### config.mk
export PLATFORM = sky130hd
export DESIGN_NAME = actuator_coeff_sched_flat
export DESIGN_NICKNAME = d
export VERILOG_FILES = /design/src/rtl/actuator_coeff_sched_if.sv /design/src/rtl/actuator_coeff_sched.sv /design/src/flat_wrapper.sv
export SDC_FILE = /design/constraint.sdc
export NUM_CORES = 1
export LEC_CHECK = 0
export CORE_MARGIN = 2
export CORE_UTILIZATION = 47
export DETAILED_ROUTE_END_ITERATION = 10
export MAX_ROUTING_LAYER = met4
export PLACE_DENSITY = 0.81
export SYNTH_ARGS = -nofsm -noshare
export SYNTH_HDL_FRONTEND = slang
export SYNTH_SLANG_ARGS = --single-unit
### constraint.sdc
create_clock -name clk_i -period 6 [get_ports clk_i]
set_input_delay 0.6 -clock clk_i [delete_from_list [all_inputs] [get_ports clk_i]]
set_output_delay 0.6 -clock clk_i [all_outputs]
set_load 0.03 [all_outputs]
### src/rtl/actuator_coeff_sched_if.sv
// Bus between the HWPE control slave / engine and the coefficient scheduler.
// The slave modport is the scheduler's view; the master modport is the driver's view.
interface actuator_coeff_sched_if #(
  parameter int N_COEFF = 6,
  parameter int DATA_W  = 32,
  parameter int GEN_W   = 8
);
  localparam int ADDR_W = $clog2(N_COEFF);

  logic                      clear_i;
  logic                      wr_en_i;
  logic [ADDR_W-1:0]         wr_addr_i;
  logic [DATA_W-1:0]         wr_data_i;
  logic                      commit_i;
  logic                      engine_busy_i;
  logic                      boundary_i;
  logic [N_COEFF*DATA_W-1:0] coeff_o;
  logic                      coeff_valid_o;
  logic                      hold_o;
  logic                      pending_o;
  logic                      swap_done_o;
  logic                      wr_err_o;
  logic [GEN_W-1:0]          gen_o;

  modport slave (
    input  clear_i, wr_en_i, wr_addr_i, wr_data_i, commit_i, engine_busy_i, boundary_i,
    output coeff_o, coeff_valid_o, hold_o, pending_o, swap_done_o, wr_err_o, gen_o
  );

  modport master (
    output clear_i, wr_en_i, wr_addr_i, wr_data_i, commit_i, engine_busy_i, boundary_i,
    input  coeff_o, coeff_valid_o, hold_o, pending_o, swap_done_o, wr_err_o, gen_o
  );
endinterface

### src/rtl/actuator_coeff_sched.sv
// Double-buffered coefficient scheduler for the actuator polynomial engine.
// Software fills a shadow bank word by word and requests a commit; the active bank
// is replaced only while the engine is idle or on a vector boundary, so a vector is
// always processed with one consistent coefficient set.
module actuator_coeff_sched #(
  parameter int N_COEFF = 6,
  parameter int DATA_W  = 32,
  parameter int GEN_W   = 8
) (
  input logic                   clk_i,
  input logic                   rst_ni,   // active-high synchronous reset
  actuator_coeff_sched_if.slave bus
);

  localparam int ADDR_W = $clog2(N_COEFF);

  typedef enum logic [1:0] {
    IDLE    = 2'd0,
    PENDING = 2'd1,
    SWAP    = 2'd2
  } state_e;

  state_e                    state_q;
  logic                      pending_q;
  logic                      hold_q;
  logic                      swap_done_q;

  logic [DATA_W-1:0]         shadow_q [N_COEFF];
  logic [DATA_W-1:0]         shadow_d [N_COEFF];
  logic [DATA_W-1:0]         active_q [N_COEFF];
  logic [GEN_W-1:0]          gen_q;
  logic                      valid_q;
  logic                      wr_err_q;
  logic                      wr_oob;
  logic [N_COEFF*DATA_W-1:0] coeff_flat;

  // Address beyond the last coefficient word: write is dropped and flagged.
  assign wr_oob = bus.wr_en_i &&
                  ({1'b0, bus.wr_addr_i} >= (ADDR_W + 1)'(N_COEFF));

  // Shadow bank next state: one word may be overwritten per cycle, in any state.
  always_comb begin
    for (int k = 0; k < N_COEFF; k++) begin
      shadow_d[k] = shadow_q[k];
      if (bus.wr_en_i && (bus.wr_addr_i == ADDR_W'(k))) begin
        shadow_d[k] = bus.wr_data_i;
      end
    end
  end

  // Commit scheduler: decides when the shadow bank may replace the active bank.
  // Outputs are registered alongside the state so they follow it exactly.
  always_ff @(posedge clk_i) begin
    if (rst_ni) begin
      state_q     <= IDLE;
      pending_q   <= 1'b0;
      hold_q      <= 1'b0;
      swap_done_q <= 1'b0;
    end else if (bus.clear_i) begin
      // Soft clear drops any outstanding commit; banks and counters are untouched.
      state_q     <= IDLE;
      pending_q   <= 1'b0;
      hold_q      <= 1'b0;
      swap_done_q <= 1'b0;
    end else begin
      case (state_q)
        IDLE: begin
          if (bus.commit_i && !bus.engine_busy_i) begin
            state_q     <= SWAP;
            pending_q   <= 1'b1;
            hold_q      <= 1'b1;
            swap_done_q <= 1'b1;
          end else if (bus.commit_i) begin
            state_q     <= PENDING;
            pending_q   <= 1'b1;
            hold_q      <= 1'b0;
            swap_done_q <= 1'b0;
          end else begin
            state_q     <= IDLE;
            pending_q   <= 1'b0;
            hold_q      <= 1'b0;
            swap_done_q <= 1'b0;
          end
        end
        PENDING: begin
          // Further commits while waiting collapse into the one already queued.
          if (bus.boundary_i || !bus.engine_busy_i) begin
            state_q     <= SWAP;
            pending_q   <= 1'b1;
            hold_q      <= 1'b1;
            swap_done_q <= 1'b1;
          end else begin
            state_q     <= PENDING;
            pending_q   <= 1'b1;
            hold_q      <= 1'b0;
            swap_done_q <= 1'b0;
          end
        end
        SWAP: begin
          // A commit arriving during the swap targets data written after it,
          // so it is queued and re-evaluated against the engine state.
          if (bus.commit_i) begin
            state_q     <= PENDING;
            pending_q   <= 1'b1;
          end else begin
            state_q     <= IDLE;
            pending_q   <= 1'b0;
          end
          hold_q      <= 1'b0;
          swap_done_q <= 1'b0;
        end
        default: begin
          state_q     <= IDLE;
          pending_q   <= 1'b0;
          hold_q      <= 1'b0;
          swap_done_q <= 1'b0;
        end
      endcase
    end
  end

  // Coefficient banks, swap generation counter and write-error flag.
  // The copy reads shadow_q, so a write landing in the SWAP cycle itself is kept
  // for the next commit. A swap already in its SWAP cycle completes even if a
  // soft clear arrives in that cycle: hold_o/swap_done_o have already been shown.
  always_ff @(posedge clk_i) begin
    if (rst_ni) begin
      for (int k = 0; k < N_COEFF; k++) begin
        shadow_q[k] <= '0;
        active_q[k] <= '0;
      end
      gen_q    <= '0;
      valid_q  <= 1'b0;
      wr_err_q <= 1'b0;
    end else begin
      for (int k = 0; k < N_COEFF; k++) begin
        shadow_q[k] <= shadow_d[k];
      end
      wr_err_q <= wr_oob;
      if (state_q == SWAP) begin
        for (int k = 0; k < N_COEFF; k++) begin
          active_q[k] <= shadow_q[k];
        end
        gen_q   <= gen_q + GEN_W'(1);
        valid_q <= 1'b1;
      end
    end
  end

  // Flatten the active bank onto the engine coefficient bus.
  always_comb begin
    coeff_flat = '0;
    for (int k = 0; k < N_COEFF; k++) begin
      coeff_flat[k*DATA_W +: DATA_W] = active_q[k];
    end
  end

  assign bus.coeff_o       = coeff_flat;
  assign bus.coeff_valid_o = valid_q;
  assign bus.hold_o        = hold_q;
  assign bus.pending_o     = pending_q;
  assign bus.swap_done_o   = swap_done_q;
  assign bus.wr_err_o      = wr_err_q;
  assign bus.gen_o         = gen_q;

endmodule
### src/flat_wrapper.sv
// flat-port wrapper written by rule: the top's interface ports become plain ports
module actuator_coeff_sched_flat 
#(
  parameter int N_COEFF = 6,
  parameter int DATA_W  = 32,
  parameter int GEN_W   = 8
)
  (clk_i, rst_ni, bus_clear_i, bus_wr_en_i, bus_wr_addr_i, bus_wr_data_i, bus_commit_i, bus_engine_busy_i, bus_boundary_i, bus_coeff_o, bus_coeff_valid_o, bus_hold_o, bus_pending_o, bus_swap_done_o, bus_wr_err_o, bus_gen_o);
  actuator_coeff_sched_if #(.N_COEFF(N_COEFF), .DATA_W(DATA_W), .GEN_W(GEN_W)) bus_i ();
  input logic clk_i;
  input logic rst_ni;
  input wire logic [$bits(bus_i.clear_i)-1:0] bus_clear_i;
  input wire logic [$bits(bus_i.wr_en_i)-1:0] bus_wr_en_i;
  input wire logic [$bits(bus_i.wr_addr_i)-1:0] bus_wr_addr_i;
  input wire logic [$bits(bus_i.wr_data_i)-1:0] bus_wr_data_i;
  input wire logic [$bits(bus_i.commit_i)-1:0] bus_commit_i;
  input wire logic [$bits(bus_i.engine_busy_i)-1:0] bus_engine_busy_i;
  input wire logic [$bits(bus_i.boundary_i)-1:0] bus_boundary_i;
  output wire logic [$bits(bus_i.coeff_o)-1:0] bus_coeff_o;
  output wire logic [$bits(bus_i.coeff_valid_o)-1:0] bus_coeff_valid_o;
  output wire logic [$bits(bus_i.hold_o)-1:0] bus_hold_o;
  output wire logic [$bits(bus_i.pending_o)-1:0] bus_pending_o;
  output wire logic [$bits(bus_i.swap_done_o)-1:0] bus_swap_done_o;
  output wire logic [$bits(bus_i.wr_err_o)-1:0] bus_wr_err_o;
  output wire logic [$bits(bus_i.gen_o)-1:0] bus_gen_o;
  assign bus_i.clear_i = bus_clear_i;
  assign bus_i.wr_en_i = bus_wr_en_i;
  assign bus_i.wr_addr_i = bus_wr_addr_i;
  assign bus_i.wr_data_i = bus_wr_data_i;
  assign bus_i.commit_i = bus_commit_i;
  assign bus_i.engine_busy_i = bus_engine_busy_i;
  assign bus_i.boundary_i = bus_boundary_i;
  assign bus_coeff_o = bus_i.coeff_o;
  assign bus_coeff_valid_o = bus_i.coeff_valid_o;
  assign bus_hold_o = bus_i.hold_o;
  assign bus_pending_o = bus_i.pending_o;
  assign bus_swap_done_o = bus_i.swap_done_o;
  assign bus_wr_err_o = bus_i.wr_err_o;
  assign bus_gen_o = bus_i.gen_o;
  actuator_coeff_sched #(.N_COEFF(N_COEFF), .DATA_W(DATA_W), .GEN_W(GEN_W)) u_core (.clk_i(clk_i), .rst_ni(rst_ni), .bus(bus_i));
endmodule
==> impl_results.md <==
* Post-place instance area at 17,100 um^2
* CP Max Fanout at 134
* Final setup vio count at 0
* Most common cell after layout, fill and taps aside: nand2_1
* Register bit count reported by yosys at 398
* Synthesized net count at 1,366
* TritonCTS Buffers at 39
* Status: finished clean
* Drt first pass iters at 6
* H-tree levels at 2
* Hold path startpoint: u_core.shadow_q[0][163]
* Critical Path Start: rst_ni
* R2r setup slk at 3.41 ns
* Vias at 9,996
* CTS tree: yes
* CTS sink cnt at 398
* Total track usage at 21.3%
* Max_slew headroom at 23.7%
* Register area at 9890 um^2
* Clk buf depth at 3
* Post-Layout Cell Count at 1,957
* PostCTS Resize Cnt at 0
* I/O pin count at 247
* Met3 Use GR at 5.24%
* Sequential area share after synthesis at 68.7%
* Vias in the first global route at 9,476
* GR Util met1 at 28.7%
* GR peak layer: met2
* Met2 usage at 32.3%
* Worst Setup Start Kind: primary input
* Net count, final at 1,573
* Synth Instances at 1,323
* Share of cells above drive strength 1 at 5.12%
* Maxcap violations at 0
* RSZ-0062 raised after global routing: no
* Final setup TNS at 0 ns
* Mapped cell area at 14,400 um^2
* Tightest Pin Transition at 1.14 ns
* Die outline height at 179 um
* Port Buffers at 246
* Antenna Cells at 0
* FMAX at 368 MHz
* Full die area at 32,100 um^2
* Starting Density at 47.4%
* Initial antenna violation count at 0
* Grt ovf at 0
* Endpoint type of the worst setup path: flip-flop
* WP data required at 6.16 ns
* Kind of critical path: in2reg
* Clock skew at 0.0139 ns
* Worst-path clk slew at 0.05 ns
* Netlist cell types at 34
* Root buf cell: clkbuf_16
* DRC at 0
* Most frequent cells in the layout: 387 x nand2_1, 245 x clkdlybuf4s50_1, 206 x dfxtp_1
* Largest net degree at the start of global routing at 135
* Type of the tightest min-delay check: reg2reg
* # placed instances at 1,885
* Crit path DAT at 2.87 ns
* Post-route cell area at 18,400 um^2
* Clk_lat worst skew at 0.52 ns
* Postcts setup bufs at 0
* Final Cycle Share at 45.2%
* Maximum VDD drop at 0.242 mV
* Final HPWL DP at 22,100 um
* Ys Warns at 0
* Hold Buf Count CTS at 0
* ANT nets after route at 0
* Routed vias/inst at 5.11
* Multi-input gate area at 4090 um^2
* Worst hold slack at 0.447 ns
* Routability cong. at 0.821
* Core ar. at 30,300 um^2
* Pwr dens at 316 nW/um^2
* Final Hold Fails at 0
* Std-Cell Rows at 64
* Synthesis-to-layout area growth at 27.5%
* First-pass GRT wire length at 51,400 um
* Fin crit period at 2.71 ns
* Die W at 179 um
* Fillcell total at 2,368
* Avg WL per Cell at 17.3 um
* Fin. max-slew vios at 0
* Total power at 0.00581 W
* Leak pwr at 6.45 nW
* WL final at 33,900 um
* 1st-iter DRT viols at 981
* FF-to-FF Start: u_core.state_q[1]
* Syn Area/Cell at 10.9 um^2
[kinds of logic (layout without fill, tap and decap cells)]
group,count (synthesis),after routing,synth area share (%)
AND/OR/NAND/NOR,619,619,20.5
AO/OA/AOI/OAI,205,205,7.18
buffers and inverters,97,335,3.32
flip-flops,398,398,68.7
multiplexers,1,1,0.0782
XOR/XNOR,2,2,0.122
adder cells (fa/ha/maj),1,1,0.0869
[Yosys cell counts]
cell type	instances	area share [%]
nand4_1	2	0.087
and4b_1	3	0.21
nand2_1	387	10
buf_6	4	0.31
nand2b_1	3	0.13
dfxtp_1	206	29
xnor2_1	2	0.12
a21oi_1	199	6.9
clkbuf_2	20	0.70
nor4b_4	1	0.17
a211oi_1	1	0.052
buf_4	7	0.36
nor2_1	6	0.16
nor3_1	1	0.035
nor4_1	2	0.087
ha_1	1	0.087
buf_1	2	0.052
nand4bb_1	3	0.23
o21ai_0	3	0.10
o31ai_1	2	0.10
or4_1	2	0.10
clkbuf_1	36	0.94
mux2_2	1	0.078
buf_2	26	0.90
or3_1	2	0.087
nor2b_1	4	0.17
and2_1	192	8.3
nand3b_1	2	0.10
nor4bb_1	3	0.21
inv_1	2	0.052
nand4b_1	3	0.18
edfxtp_1	192	40
or4b_1	1	0.070
nand3_1	2	0.070
[worst max-delay path, stage by stage]
cell and delay (ns):
buf_6 0.66, nand2b_4 0.88, buf_4 0.61
[sequential cells by signal, summed over array words and instances (netlist names)]
name / count
u_core.bus.wr_err_o: 1
u_core.shadow_q: 192
u_core.bus.gen_o: 8
u_core.bus.hold_o: 1
u_core.bus.coeff_valid_o: 1
u_core.bus.pending_o: 1
u_core.active_q: 192
u_core.state_q: 2
[per-layer routing]
layer / vias to the layer above / wire [um]
li1: 4787 / -
met3: 53 / 3330
met1: 4755 / 14200
met5: - / 0
met4: 0 / 734
met2: 401 / 15500
[final cells by class]
class	instances	area share, %
flip-flops and latches	398	53.9
multi-input cells	828	22.3
repair buffers	261	14.1
clock buffers	57	6.21
well taps	396	2.70
clock inverters	15	0.770
inverters	2	0.0409
[power breakdown]
group,switching (W),internal [W]
sequential,0.0000378,0.00293
combinational,0.000286,0.000151
clock,0.000988,0.00141
total,0.00131,0.00449
[metrics by stage]
step           util, %  setup slack (ns)
5_1_grt           60.5              3.10
3_3_place_gp      56.3              2.72
6_report          60.5              3.29
2_1_floorplan        -              1.99
3_5_place_dp      56.3              2.71
4_1_cts           60.5              3.24
[worst paths after layout]
path	to	depth (start not counted)
max	u_core.active_q[1][7]	3
min	u_core.shadow_q[0][163]	2
max reg2reg	u_core.active_q[1][7]	3
min reg2reg	u_core.shadow_q[0][163]	2
No activity file was read; power rests on OpenSTA's default activity.
